`config.mk`:
```
export PLATFORM = sky130hd
export DESIGN_NAME = fpm_norm_round
export DESIGN_NICKNAME = d
export VERILOG_FILES = /design/src/rtl/fpm_pkg.sv /design/src/rtl/fpm_round_rne.sv /design/src/rtl/fpm_norm_round.sv
export SDC_FILE = /design/constraint.sdc
export NUM_CORES = 1
export LEC_CHECK = 0
export ABC_AREA = 1
export CORE_UTILIZATION = 45
export CTS_CLUSTER_SIZE = 14
export DETAILED_ROUTE_END_ITERATION = 7
export MAX_ROUTING_LAYER = met4
export PLACE_DENSITY_LB_ADDON = 0.12
export SYNTH_ARGS = -nofsm -noshare
export SYNTH_HDL_FRONTEND = slang
export SYNTH_SLANG_ARGS = --single-unit
```
`constraint.sdc`:
```
create_clock -name clk -period 2.7 [get_ports clk]
set_input_delay 0.54 -clock clk [delete_from_list [all_inputs] [get_ports clk]]
set_output_delay 0.54 -clock clk [all_outputs]
set_load 0.01 [all_outputs]
```
`src/rtl/fpm_pkg.sv`:
```
// rtl/fpm_pkg.sv - shared constants, stage-1 bundle and operand classification for the FP multiplier
package fpm_pkg;

  localparam int EXP_W   = 10;
  localparam int MANT_W  = 23;
  localparam int BIAS    = 127;
  localparam int EXP_MAX = 2 * BIAS + 1;
  localparam int PROD_W  = 2 * (MANT_W + 1);

  // Stage-1 register bundle: normalised but not yet rounded.
  // e is the signed biased exponent, one bit wider than exp_sum.
  typedef struct packed {
    logic              sign;
    logic [EXP_W:0]    e;
    logic [MANT_W-1:0] m;
    logic              g;
    logic              s;
    logic              nan;
    logic              inf;
    logic              zer;
  } fpm_s1_t;

  // Operand class flags to result class {nan, inf, zer}; at most one bit set.
  function automatic logic [2:0] classify(input logic a_nan, input logic a_inf, input logic a_zer,
                                          input logic b_nan, input logic b_inf, input logic b_zer);
    logic nan_c, inf_c, zer_c;
    nan_c = a_nan | b_nan | (a_inf & b_zer) | (a_zer & b_inf);
    inf_c = (a_inf | b_inf) & ~nan_c;
    zer_c = (a_zer | b_zer) & ~nan_c & ~inf_c;
    return {nan_c, inf_c, zer_c};
  endfunction

endpackage

```
`src/rtl/fpm_round_rne.sv`:
```
// rtl/fpm_round_rne.sv - round-to-nearest-even with exponent range detection
module fpm_round_rne
  import fpm_pkg::*;
(
  input  logic [MANT_W-1:0] m,
  input  logic              g,
  input  logic              s,
  input  logic [EXP_W:0]    e,
  output logic [MANT_W-1:0] mantissa,
  output logic [7:0]        exponent,
  output logic              ovf,
  output logic              unf
);

  localparam logic signed [EXP_W:0] EMAX = (EXP_W+1)'(EXP_MAX);

  logic              rnd;
  logic [MANT_W:0]   m_r;
  logic signed [EXP_W:0] e_r;

  // Round up on guard when sticky is set or on an exact tie with an odd LSB;
  // a carry out of the mantissa means 1.111..1 became 10.0, so bump the exponent.
  always_comb begin
    rnd      = g & (s | m[0]);
    m_r      = {1'b0, m} + {{MANT_W{1'b0}}, rnd};
    mantissa = m_r[MANT_W] ? '0 : m_r[MANT_W-1:0];
    e_r      = $signed(e) + $signed({{EXP_W{1'b0}}, m_r[MANT_W]});
    exponent = e_r[7:0];
    ovf      = ~e_r[EXP_W] & (e_r >= EMAX);
    unf      = e_r[EXP_W] | (e_r == '0);
  end

endmodule

```
`src/rtl/fpm_norm_round.sv`:
```
// rtl/fpm_norm_round.sv - two-stage normalise/round stage of the FP multiplier
module fpm_norm_round
  import fpm_pkg::*;
(
  input  logic                    clk,
  input  logic                    rst,
  input  logic                    in_valid,
  output logic                    in_ready,
  input  logic                    sign,
  input  logic signed [EXP_W-1:0] exp_sum,
  input  logic [PROD_W-1:0]       mant_prod,
  input  logic                    a_nan,
  input  logic                    a_inf,
  input  logic                    a_zer,
  input  logic                    b_nan,
  input  logic                    b_inf,
  input  logic                    b_zer,
  output logic                    out_valid,
  input  logic                    out_ready,
  output logic [31:0]             Z,
  output logic                    nan,
  output logic                    inf,
  output logic                    zer
);

  logic              v1, v2;
  logic              adv1, adv2;
  fpm_s1_t           s1_d, s1_q;
  logic [MANT_W-1:0] r_mant;
  logic [7:0]        r_exp;
  logic              r_ovf, r_unf;
  logic              nan_d, inf_d, zer_d;
  logic [31:0]       z_d;

  // Backpressure chain: a stage may load when it is empty or its successor advances.
  always_comb begin
    adv2      = ~v2 | out_ready;
    adv1      = ~v1 | adv2;
    in_ready  = adv1;
    out_valid = v2;
  end

  // Stage 1: classify operands and normalise the product so the hidden 1 is dropped.
  always_comb begin
    s1_d      = '0;
    s1_d.sign = sign;
    {s1_d.nan, s1_d.inf, s1_d.zer} = classify(a_nan, a_inf, a_zer, b_nan, b_inf, b_zer);
    if (mant_prod[PROD_W-1]) begin
      s1_d.m = mant_prod[46:24];
      s1_d.g = mant_prod[23];
      s1_d.s = |mant_prod[22:0];
      s1_d.e = {exp_sum[EXP_W-1], exp_sum} + (EXP_W+1)'(1);
    end else begin
      s1_d.m = mant_prod[45:23];
      s1_d.g = mant_prod[22];
      s1_d.s = |mant_prod[21:0];
      s1_d.e = {exp_sum[EXP_W-1], exp_sum};
    end
  end

  // Stage-1 register loads only when stage 1 advances.
  always_ff @(posedge clk or posedge rst) begin
    if (rst) begin
      v1   <= 1'b0;
      s1_q <= '0;
    end else if (adv1) begin
      v1   <= in_valid;
      s1_q <= s1_d;
    end
  end

  fpm_round_rne u_round (
    .m        (s1_q.m),
    .g        (s1_q.g),
    .s        (s1_q.s),
    .e        (s1_q.e),
    .mantissa (r_mant),
    .exponent (r_exp),
    .ovf      (r_ovf),
    .unf      (r_unf)
  );

  // Stage 2: merge range faults into the class flags with nan > inf > zer priority.
  always_comb begin
    nan_d = s1_q.nan;
    inf_d = ~nan_d & (s1_q.inf | r_ovf);
    zer_d = ~nan_d & ~inf_d & (s1_q.zer | r_unf);
    z_d   = {s1_q.sign, r_exp, r_mant};
  end

  // Output register holds steady while the downstream stalls.
  always_ff @(posedge clk or posedge rst) begin
    if (rst) begin
      v2  <= 1'b0;
      Z   <= '0;
      nan <= 1'b0;
      inf <= 1'b0;
      zer <= 1'b0;
    end else if (adv2) begin
      v2  <= v1;
      Z   <= z_d;
      nan <= nan_d;
      inf <= inf_d;
      zer <= zer_d;
    end
  end

endmodule

```
==> flow_summary.toml, run 1 <==
[clock_tree]
cts-htree-levels = 3
cts_tree = "built"
cts_sinks = 77
cts-root-buf = "clkbuf_8"
worstSkewPairLatency_ns = 0.35
clkTransAtPathRegs_ns = 0.08
cts_buffer_depth = 2
cts_buffers = 9

[drt]
ant_nets = 0
num_vias = 4381
drt_iter0_drc = 195
viasPerCell = 5.10
wirelength_mm = 11.5
drcViolationCount = 0
wl_per_cell_um = 13.4
drtPass1Iterations = 5

[global_routing]
grt_max_degree = 78
grt_pass1_wl_mm = 19.0
grt-ovfl-total = 0
antenna_found_initial = 0
grt_pass1_vias = 4014
grt_use_total_pct = 25.1

[placed_design]
pre_cts_ws_ns = -0.212
routabilityCongestion = 0.912
dp.cells = 839
place_hpwl_mm = 8.91
post_dp_cell_area_um2 = 5780
port_buffers = 105

[synth]
synth_top_area_share_pct = 44.5
synth_seq_cells = 77
yosysSeqAreaShare_pct = 44.5
synth_simple_gate_area_share_pct = 34.7
synth_fa_ha_area_share_pct = 1.44
synth_edf_count = 0
syn_area_um2 = 4330
ys_types = 36
synth_xor_area_share_pct = 1.21
synthesis.nets = 667
synth-async-reset-ratio_pct = 100
ys.flop_type = "dfrtp_1"
avgSynthCellArea_um2 = 7.31
synth-compound-area-share_pct = 10.5
synth.area.mux_share_pct = 0
synth_top_area_cell = "dfrtp_1"
yosys_warnings = 0
postSynthCellCount = 593
synth_area_leaders = "dfrtp_1 (44%), nand2_1 (16%), nand3_1 (5.8%), inv_1 (4.9%), nor2_1 (4.8%)"
synth_top_family_by_area = "simple AND/OR/NAND/NOR gates"

[worst_setup_path]
critPathSlowestCell = "dfrtp_1"
cp.required_ns = 2.94
cpPeakStageDelay_ns = 0.38
cp.arrival_ns = 2.97
reg2reg_slack_ns = -0.03
critPathKind = "flop to flop"
cp_common_cell = "nand2_1"
r2r.worst_path.cells = 22
endpoint_kind = "flop"
path_cells = "o21a_1 > ha_2 > nand3_4 > nor3_4 > nand2_2 > nor2_4 > nand2_2 > nor4b_4 > ha_2 > ha_4 > nand2_4 > nor2_4 > buf_4 > nand2_1 > nand2_1 > nor2_1 > nand2_1 > nand2_1 > nand2_1 > nand2_1 > nand2_1 > nand2_1"
cp_max_fo = 5
setup.worst_path.start_class = "flop"
timing.rr.end = "inf"
r2r_start = "s1_q[5]"

[hold_path]
hold_class = "flop to flop"
hp-start = "v1"
hold_depth = 2
min_to = "out_valid"

[die]
io_pins = 106
design.die.area_um2 = 10000
core_um2 = 9280
rows = 35
die_w_um = 100
die_h_um = 100
initial_utilization_pct = 46.7

[sta]
slew_headroom_pct = 68.2
period_minus_slack_ns = 2.73
setup_slack_ns = -0.0282
skew_ns = 0.0142
finalCritPeriodShare_pct = 101
rsz0062_at_grt = "yes"
hold_ws_ns = 0.473
slew_violations = 0
tightest_slew_ns = 0.477
setup_viol_count_final = 2
hold_viol = 0
timing.fmax_ghz = 0.367

[pwr]
power_density_nw_per_um2 = 544
vdd_drop_max_mv = 0.374
cellLeakagePower_nw = 2.82

[job]
cap_viol_max_count = 0

[finish]
fin_cells = 859
area_growth_pct = 39.7
final_area_um2 = 6050
final_layout_size_suffix_gt1_share_pct = 11.4
antenna_cells = 0
nNetsFinal = 800

[outcome]
status = "finished with violations"
failed_checks = "setup timing"
## cell families after synthesis
kind of cell / Yosys count
compound gates: 82
flops: 77
simple gates: 339
xor+xnor: 6
buf+inv: 84
fa+ha+maj: 5
## critical path, delay by kind of cell (launching register included)
kind	cells	cell delay [ns]
AO/OA/AOI/OAI	1	0.13
adder cells (fa/ha/maj)	3	0.62
flip-flops	1	0.38
buffers and inverters	1	0.12
AND/OR/NAND/NOR	17	1.37
## placed cells by master (no fill, tap or decap), drive strengths merged
cell,instances
xor2,4
and3,1
a31oi,24
or2,3
nand3b,5
dfrtp,77
nand2,189
nor3,11
a21oi,6
and2,1
o21ai,45
clkdlybuf4s50,105
nor2,59
nor3b,1
clkinvlp,1
o21a,1
nor4b,1
o22ai,3
clkinv,2
xnor2,2
o211ai,3
nand4,11
clkbuf,11
nand3,52
nor4,5
buf,40
bufinv,2
ha,5
inv,60
## power by group
| group | switching [W] | leakage, nW | internal (W) |
|---|---|---|---|
| Combinational | 0.000463 | 1.80 | 0.000452 |
| Clock | 0.000405 | 0.105 | 0.000540 |
| Sequential | 0.000124 | 0.914 | 0.00131 |
## state kept, by name (all words and copies together) (netlist names)
name / count
nan: 1
inf: 1
s1_q: 39
out_valid: 1
v1: 1
zer: 1
Z: 32
nan_d: 1
## synth_stat cells, types with 2 or more instances
cell type and number:
nand2_1 187, dfrtp_1 77, inv_1 57, nor2_1 55, nand3_1 50, o21ai_0 39, a31oi_1 24, clkbuf_1 17
nand4_1 10, nor3_1 9, a21oi_1 6, o21ai_1 6, ha_1 5, nand3b_1 5, nor4_1 5, buf_2 4
xor2_1 4, inv_2 3, nor2_2 3, o211ai_1 3, o22ai_1 3, or2_2 3, nand2_2 2, nand3_2 2
nor3_4 2, xnor2_1 2
## stage by stage
stage	utilization, %	TNS [ns]	power [W]
final	65.2	-0.0489	0.00330
after global routing	65.2	-0.533	0.00349
after CTS	64.9	-0.0754	0.00331
after detailed placement	62.3	-0.419	0.00236
after global placement	62.3	-0.261	0.00235
after floorplan	-	-0.267	0.00187
## worst max path at each step
stage | endpoint | slack (ns) | depth (start not counted) | startpoint
2_1_floorplan | zer | -0.13 | 20 | s1_q[5]
3_3_place_gp | inf | -0.13 | 20 | s1_q[5]
3_5_place_dp | zer | -0.21 | 19 | s1_q[5]
4_1_cts | zer | -0.04 | 21 | s1_q[5]
5_1_grt | zer | -0.28 | 20 | s1_q[5]
6_report | inf | -0.03 | 22 | s1_q[5]
## cell type report
class,count,area (um2)
clock inverters,4,72.6
repair buffers,145,1380
clock buffers,11,141
multi-input cells,432,2150
inverters,61,229
well taps,129,161
fillers,850,3230
flip-flops and latches,77,1930
## layer usage
layer	global-route usage (%)	wire (um)	up-vias
met5	-	0	-
met4	9.03	234	0
met3	4.11	625	23
met2	33.6	4670	142
met1	37.8	6020	2002
li1	-	-	2214
## what timing repair did
item	in CTS	in global routing
setup endpoints to repair	2	4
setup buffers	3	2
hold buffers	0	0
gates cloned	0	0
endpoints found under the hold margin	0	0
gates resized for setup	3	4
pin swaps	4	1
(Power assumes the default switching activity.)
==> inputs of run 2 (changes only) <==
--- a/config.mk
+++ b/config.mk
@@ -9,8 +9,8 @@
 export CORE_UTILIZATION = 45
 export CTS_CLUSTER_SIZE = 14
 export DETAILED_ROUTE_END_ITERATION = 7
-export MAX_ROUTING_LAYER = met4
 export PLACE_DENSITY_LB_ADDON = 0.12
+export RECOVER_POWER = 50
 export SYNTH_ARGS = -nofsm -noshare
 export SYNTH_HDL_FRONTEND = slang
 export SYNTH_SLANG_ARGS = --single-unit
==> run 2 against run 1 <==
  * The flow finishes with violations (capacitance limit, slew limit, setup timing)
  * First-iteration DRC count grew 9.7%
  * Wire length down 0.70%
  * Critical path depth down 15
  * Maximum frequency is 0.53% lower
  * Clock power up 32%
  * Register-to-register slack is essentially flat
  * Final cell count up 0.23%
  * Global-route usage decreased by 0.89 points
  * Worst hold slack improved by 0.0055 ns
  * Largest power group unchanged
==> flow_summary.toml, run 2 (synthesis gave the netlist of run 1 again) <==
[worst_setup_path]
cp.arrival_ns = 2.20
cpPeakStageDelay_ns = 0.57
critPathKind = "input port to primary output"
cp.required_ns = 2.16
critPathSlowestCell = "dlygate4sd3_1"
r2r_start = "s1_q[5]"
cp_max_fo = 2
startpoint = "out_ready"
path_cells = "dlygate4sd3_1 > nor2_4 > inv_2 > nor2_1 > clkbuf_1 > clkinv_1 > clkdlybuf4s50_1"
setup.worst_path.start_class = "input port"
endpoint_kind = "primary output"

[die]
rows = 35
initial_utilization_pct = 46.7
die_w_um = 100
io_pins = 106
design.die.area_um2 = 10000
die_h_um = 100
core_um2 = 9280

[hold_path]
hold_class = "flop to flop"
hp-start = "v1"

[global_routing]
grt_pass1_vias = 3915
antenna_found_initial = 0
grt_use_total_pct = 24.2
grt_pass1_wl_mm = 18.9
grt_max_degree = 78
grt-ovfl-total = 0

[finish]
fin_cells = 861
antenna_cells = 0
nNetsFinal = 801
final_layout_size_suffix_gt1_share_pct = 10.9
top_regs = "s1_q x39, Z x32"
area_growth_pct = 40.8
regArea_um2 = 1930
final_common_cell = "nand2_1"
largest_reg_flops = 39
fin_util_pct = 65.7
multiInputGateArea_um2 = 2140
fillCellCount = 840
top_register = "s1_q"
final_cell_mix = "nand2_1 (184), clkdlybuf4s50_1 (104), dfrtp_1 (77)"
final_area_um2 = 6100

[clock_tree]
cts-htree-levels = 3
cts_buffers = 9
cts_tree = "built"
cts_sinks = 77
cts_hold_buf = 0
clkTransAtPathRegs_ns = 0.07
cts-root-buf = "clkbuf_8"
worstSkewPairLatency_ns = 0.35
cts_buffer_depth = 2

[placed_design]
post_dp_cell_area_um2 = 5780
place_hpwl_mm = 8.71
dp.cells = 838
routabilityCongestion = 0.888
port_buffers = 105

[pwr]
vdd_drop_max_mv = 0.322
power_w = 0.00359
power_density_nw_per_um2 = 588
cellLeakagePower_nw = 2.84

[drt]
num_vias = 4349
drtPass1Iterations = 5
viasPerCell = 5.05
wl_per_cell_um = 13.3
drcViolationCount = 0
ant_nets = 0
wirelength_mm = 11.5
drt_iter0_drc = 214

[sta]
slew_headroom_pct = -24.6
rsz0062_at_grt = "yes"
setup_viol_count_final = 3
skew_ns = 0.0186
setup_slack_ns = -0.0427
slew_violations = 78
tightest_slew_ns = 1.87
period_minus_slack_ns = 2.74
finalCritPeriodShare_pct = 102
hold_viol = 0
timing.fmax_ghz = 0.365

[job]
cap_viol_max_count = 1

[outcome]
failed_checks = "capacitance limit, slew limit, setup timing"
status = "finished with violations"
## run 2: per-layer routing
metal  share of wire (%)  global-route usage [%]
met4                 1.3                    7.80
met5                   0                       0
met2                  42                    34.8
met1                  51                    37.3
met3                 5.9                    3.41
## run 2: worst paths after layout
kind | slack [ns] | depth (start not counted) | endpoint
max reg2reg | -0.04 | 20 | zer
min | 0.48 | 2 | out_valid
max | -0.04 | 7 | in_ready
max in group asynchronous | 0.43 | 3 | s1_q[30]
min reg2reg | 0.48 | 2 | out_valid
min in group asynchronous | 1.17 | 3 | s1_q[22]
## run 2: power by group
group	total (W)	internal [W]	switching, W
clock	0.00125	0.000826	0.000420
combinational	0.000903	0.000444	0.000459
sequential	0.00144	0.00131	0.000126
## run 2: critical path: cells and delay by family
| kind | cells | cell delay [ns] |
|---|---|---|
| and+or+nand+nor | 2 | 0.20 |
| buffers and inverters | 5 | 1.46 |
## run 2: cell type report
type	count	area share [%]
Clock buffer	10	2.26
Clock inverter	6	2.58
Inverter	61	3.75
Multi-Input combinational cell	432	35.1
Sequential cell	77	31.6
Tap cell	129	2.65
Timing Repair Buffer	146	22.0
## run 2: metrics by stage
| step | worst slack [ns] | hold slack (ns) | setup TNS [ns] |
|---|---|---|---|
| 3_3_place_gp | -0.127 | 0.431 | -0.249 |
| 2_1_floorplan | -0.134 | 0.423 | -0.267 |
| 4_1_cts | -0.0515 | 0.477 | -0.0990 |
| 3_5_place_dp | -0.200 | 0.446 | -0.395 |
| 5_1_grt | -0.265 | 0.500 | -0.677 |
| 6_report | -0.0427 | 0.479 | -0.113 |
## run 2: repair_timing
action,CTS,global route
setup buffers,5,2
gates cloned,0,0
resized for setup,3,2
endpoints found under the hold margin,0,0
endpoints found under the setup margin,2,4
pin swaps,7,2
==> inputs of run 3 (changes only) <==
--- a/config.mk
+++ b/config.mk
@@ -9,7 +9,7 @@
 export CORE_UTILIZATION = 45
 export CTS_CLUSTER_SIZE = 14
 export DETAILED_ROUTE_END_ITERATION = 7
-export PLACE_DENSITY_LB_ADDON = 0.12
+export PLACE_DENSITY = 0.86
 export RECOVER_POWER = 50
 export SYNTH_ARGS = -nofsm -noshare
 export SYNTH_HDL_FRONTEND = slang
==> run 3 against run 2 <==
  * The flow finishes with violations (setup timing)
  * First-iteration DRC count grew 49%
  * Final cell count up 1.7%
  * Critical path depth rose by 13
  * Wire length increased by 6.6%
  * Cell area increased by 1.3%
  * Worst hold slack worse by 0.028 ns
  * Global-route usage increased by 0.72 points
  * Critical path type is now flop to flop
  * Critical endpoint is now Z[17]
==> flow_summary.toml, run 3 (synthesis gave the netlist of run 1 again) <==
[clock_tree]
cts-root-buf = "clkbuf_8"
worstSkewPairLatency_ns = 0.34
cts_sinks = 77
cts_buffers = 9
cts-htree-levels = 3
cts_buffer_depth = 2
cts_tree = "built"
clkTransAtPathRegs_ns = 0.08

[die]
rows = 35
die_h_um = 100
core_um2 = 9280
design.die.area_um2 = 10000
io_pins = 106
initial_utilization_pct = 46.7
die_w_um = 100

[global_routing]
grt_max_degree = 73
antenna_found_initial = 0
grt_use_total_pct = 24.9
grt-ovfl-total = 0
grt_pass1_wl_mm = 19.5
grt_pass1_vias = 4222

[worst_setup_path]
critPathSlowestCell = "dfrtp_1"
path_cells = "o21a_1 > ha_4 > nand3_4 > nor3_4 > nand2_2 > nor2_4 > nand2_2 > buf_4 > buf_4 > buf_4 > buf_4 > buf_4 > buf_4 > buf_4 > buf_4 > buf_4 > nor2_1 > nand2_1 > nand3_1 > nand2_1"
cp.required_ns = 2.93
timing.rr.end = "Z[17]"
cp_max_fo = 4
endpoint_kind = "flop"
cpPeakStageDelay_ns = 0.35
cp.arrival_ns = 3.01
crit_family = "buffers and inverters"
crit_buf_inv = 9
cp_common_cell = "buf_4"
r2r.worst_path.cells = 20
setup.worst_path.start_class = "flop"
critPathKind = "flop to flop"
r2r_start = "s1_q[4]"
reg2reg_slack_ns = -0.08
cp.depth = 20

[finish]
multiInputGateArea_um2 = 2150
final_area_um2 = 6180
top_register = "s1_q"
final_common_cell = "nand2_1"
fillCellCount = 826
final_layout_size_suffix_gt1_share_pct = 13.0
nNetsFinal = 817
fin_cells = 876
largest_reg_flops = 39
top_regs = "s1_q x39, Z x32"
antenna_cells = 0
area_growth_pct = 42.7
final_cell_mix = "nand2_1 (183), clkdlybuf4s50_1 (100), dfrtp_1 (77)"
regArea_um2 = 1930

[hold_path]
hp-start = "v1"
hold_depth = 2
hold_class = "flop to flop"
min_to = "out_valid"

[sta]
timing.fmax_ghz = 0.359
skew_ns = 0.0119
finalCritPeriodShare_pct = 103
rsz0062_at_grt = "yes"
tightest_slew_ns = 1.02
setup_viol_count_final = 4
slew_violations = 0
slew_headroom_pct = 31.8
period_minus_slack_ns = 2.78
hold_viol = 0
setup_slack_ns = -0.0845

[drt]
ant_nets = 0
drcViolationCount = 0
route.met3.wl_um = 698
wirelength_mm = 12.2
viasPerCell = 5.22
met2_wirelength_mm = 5.76
drt_iter0_drc = 318
met1Wirelength_mm = 5.52
drtPass1Iterations = 5
wl_per_cell_um = 14.0
num_vias = 4576
top_layer_used = "met4"

[pwr]
p_sw_share_pct = 29.3
p_clk_share_pct = 30.9
cellLeakagePower_nw = 2.90
combPwrFrac_pct = 27.1
switchingPower_w = 0.00101
internal_power_w = 0.00243
pwr-share-seq_pct = 42.0
vdd_drop_max_mv = 0.329
power_density_nw_per_um2 = 555
power_w = 0.00343

[placed_design]
place_hpwl_mm = 9.29
routabilityCongestion = 0.922
post_dp_cell_area_um2 = 5790
port_buffers = 105
pre_cts_ws_ns = -0.244
dp.cells = 842

[outcome]
status = "finished with violations"
failed_checks = "setup timing"

[job]
cap_viol_max_count = 0
[run 3: cell count changes in the layout (fill, tap and decap cells not counted), sizes merged]
cell and delta:
inv +2, clkdlybuf4s50 -4, clkinv -1, bufinv -2, clkinvlp -1, buf +17
dlygate4sd3 +4
[run 3: layout make-up]
| cell class | instances | area share (%) |
|---|---|---|
| multi-input cells | 432 | 34.8 |
| well taps | 129 | 2.61 |
| repair buffers | 162 | 23.7 |
| flip-flops and latches | 77 | 31.2 |
| clock buffers | 11 | 2.45 |
| inverters | 61 | 3.70 |
| clock inverters | 4 | 1.54 |
[run 3: what timing repair did]
action / CTS / global route
hold buffers: 0 / 0
setup buffers: 13 / 6
pin swaps: 6 / 8
gates resized for setup: 2 / 9
endpoints found under the setup margin: 3 / 6
[run 3: routing by layer]
layer	up-vias	track usage, %
met5	-	0
met4	0	9.81
met3	24	2.86
met2	178	40.6
met1	2130	34.0
li1	2244	-
[run 3: power groups by stage]
stage               Sequential [W]  Combinational, W  Clock (W)
floorplan                  0.00148          0.000389          0
global placement           0.00145          0.000890          0
detailed placement         0.00146          0.000911          0
CTS                        0.00144          0.000928    0.00107
global route               0.00146           0.00102    0.00112
finish                     0.00144          0.000929    0.00106
[run 3: worst max-delay path by stage]
stage,startpoint,endpoint,slack [ns]
4_1_cts,s1_q[4],zer,-0.03
2_1_floorplan,s1_q[5],zer,-0.13
6_report,s1_q[4],Z[17],-0.08
3_5_place_dp,s1_q[5],zer,-0.24
3_3_place_gp,s1_q[5],inf,-0.14
5_1_grt,s1_q[5],zer,-0.23
[run 3: worst register-to-register path, stage by stage, from the launching register on]
cell,delay [ns]
dfrtp_1,0.35
o21a_1,0.17
ha_4,0.15
nand3_4,0.07
nor3_4,0.15
nand2_2,0.10
nor2_4,0.11
nand2_2,0.06
buf_4,0.15
buf_4,0.13
buf_4,0.13
buf_4,0.13
buf_4,0.12
buf_4,0.12
buf_4,0.13
buf_4,0.13
buf_4,0.14
nor2_1,0.09
nand2_1,0.07
nand3_1,0.09
nand2_1,0.09
[run 3: per-stage QoR]
stage | setup TNS, ns | util, % | hold slack [ns]
3_5_place_dp | -0.523 | 62.4 | 0.447
3_3_place_gp | -0.272 | 62.4 | 0.429
4_1_cts | -0.0499 | 66.2 | 0.458
2_1_floorplan | -0.267 | - | 0.423
5_1_grt | -2.02 | 66.6 | 0.463
6_report | -0.203 | 66.6 | 0.451
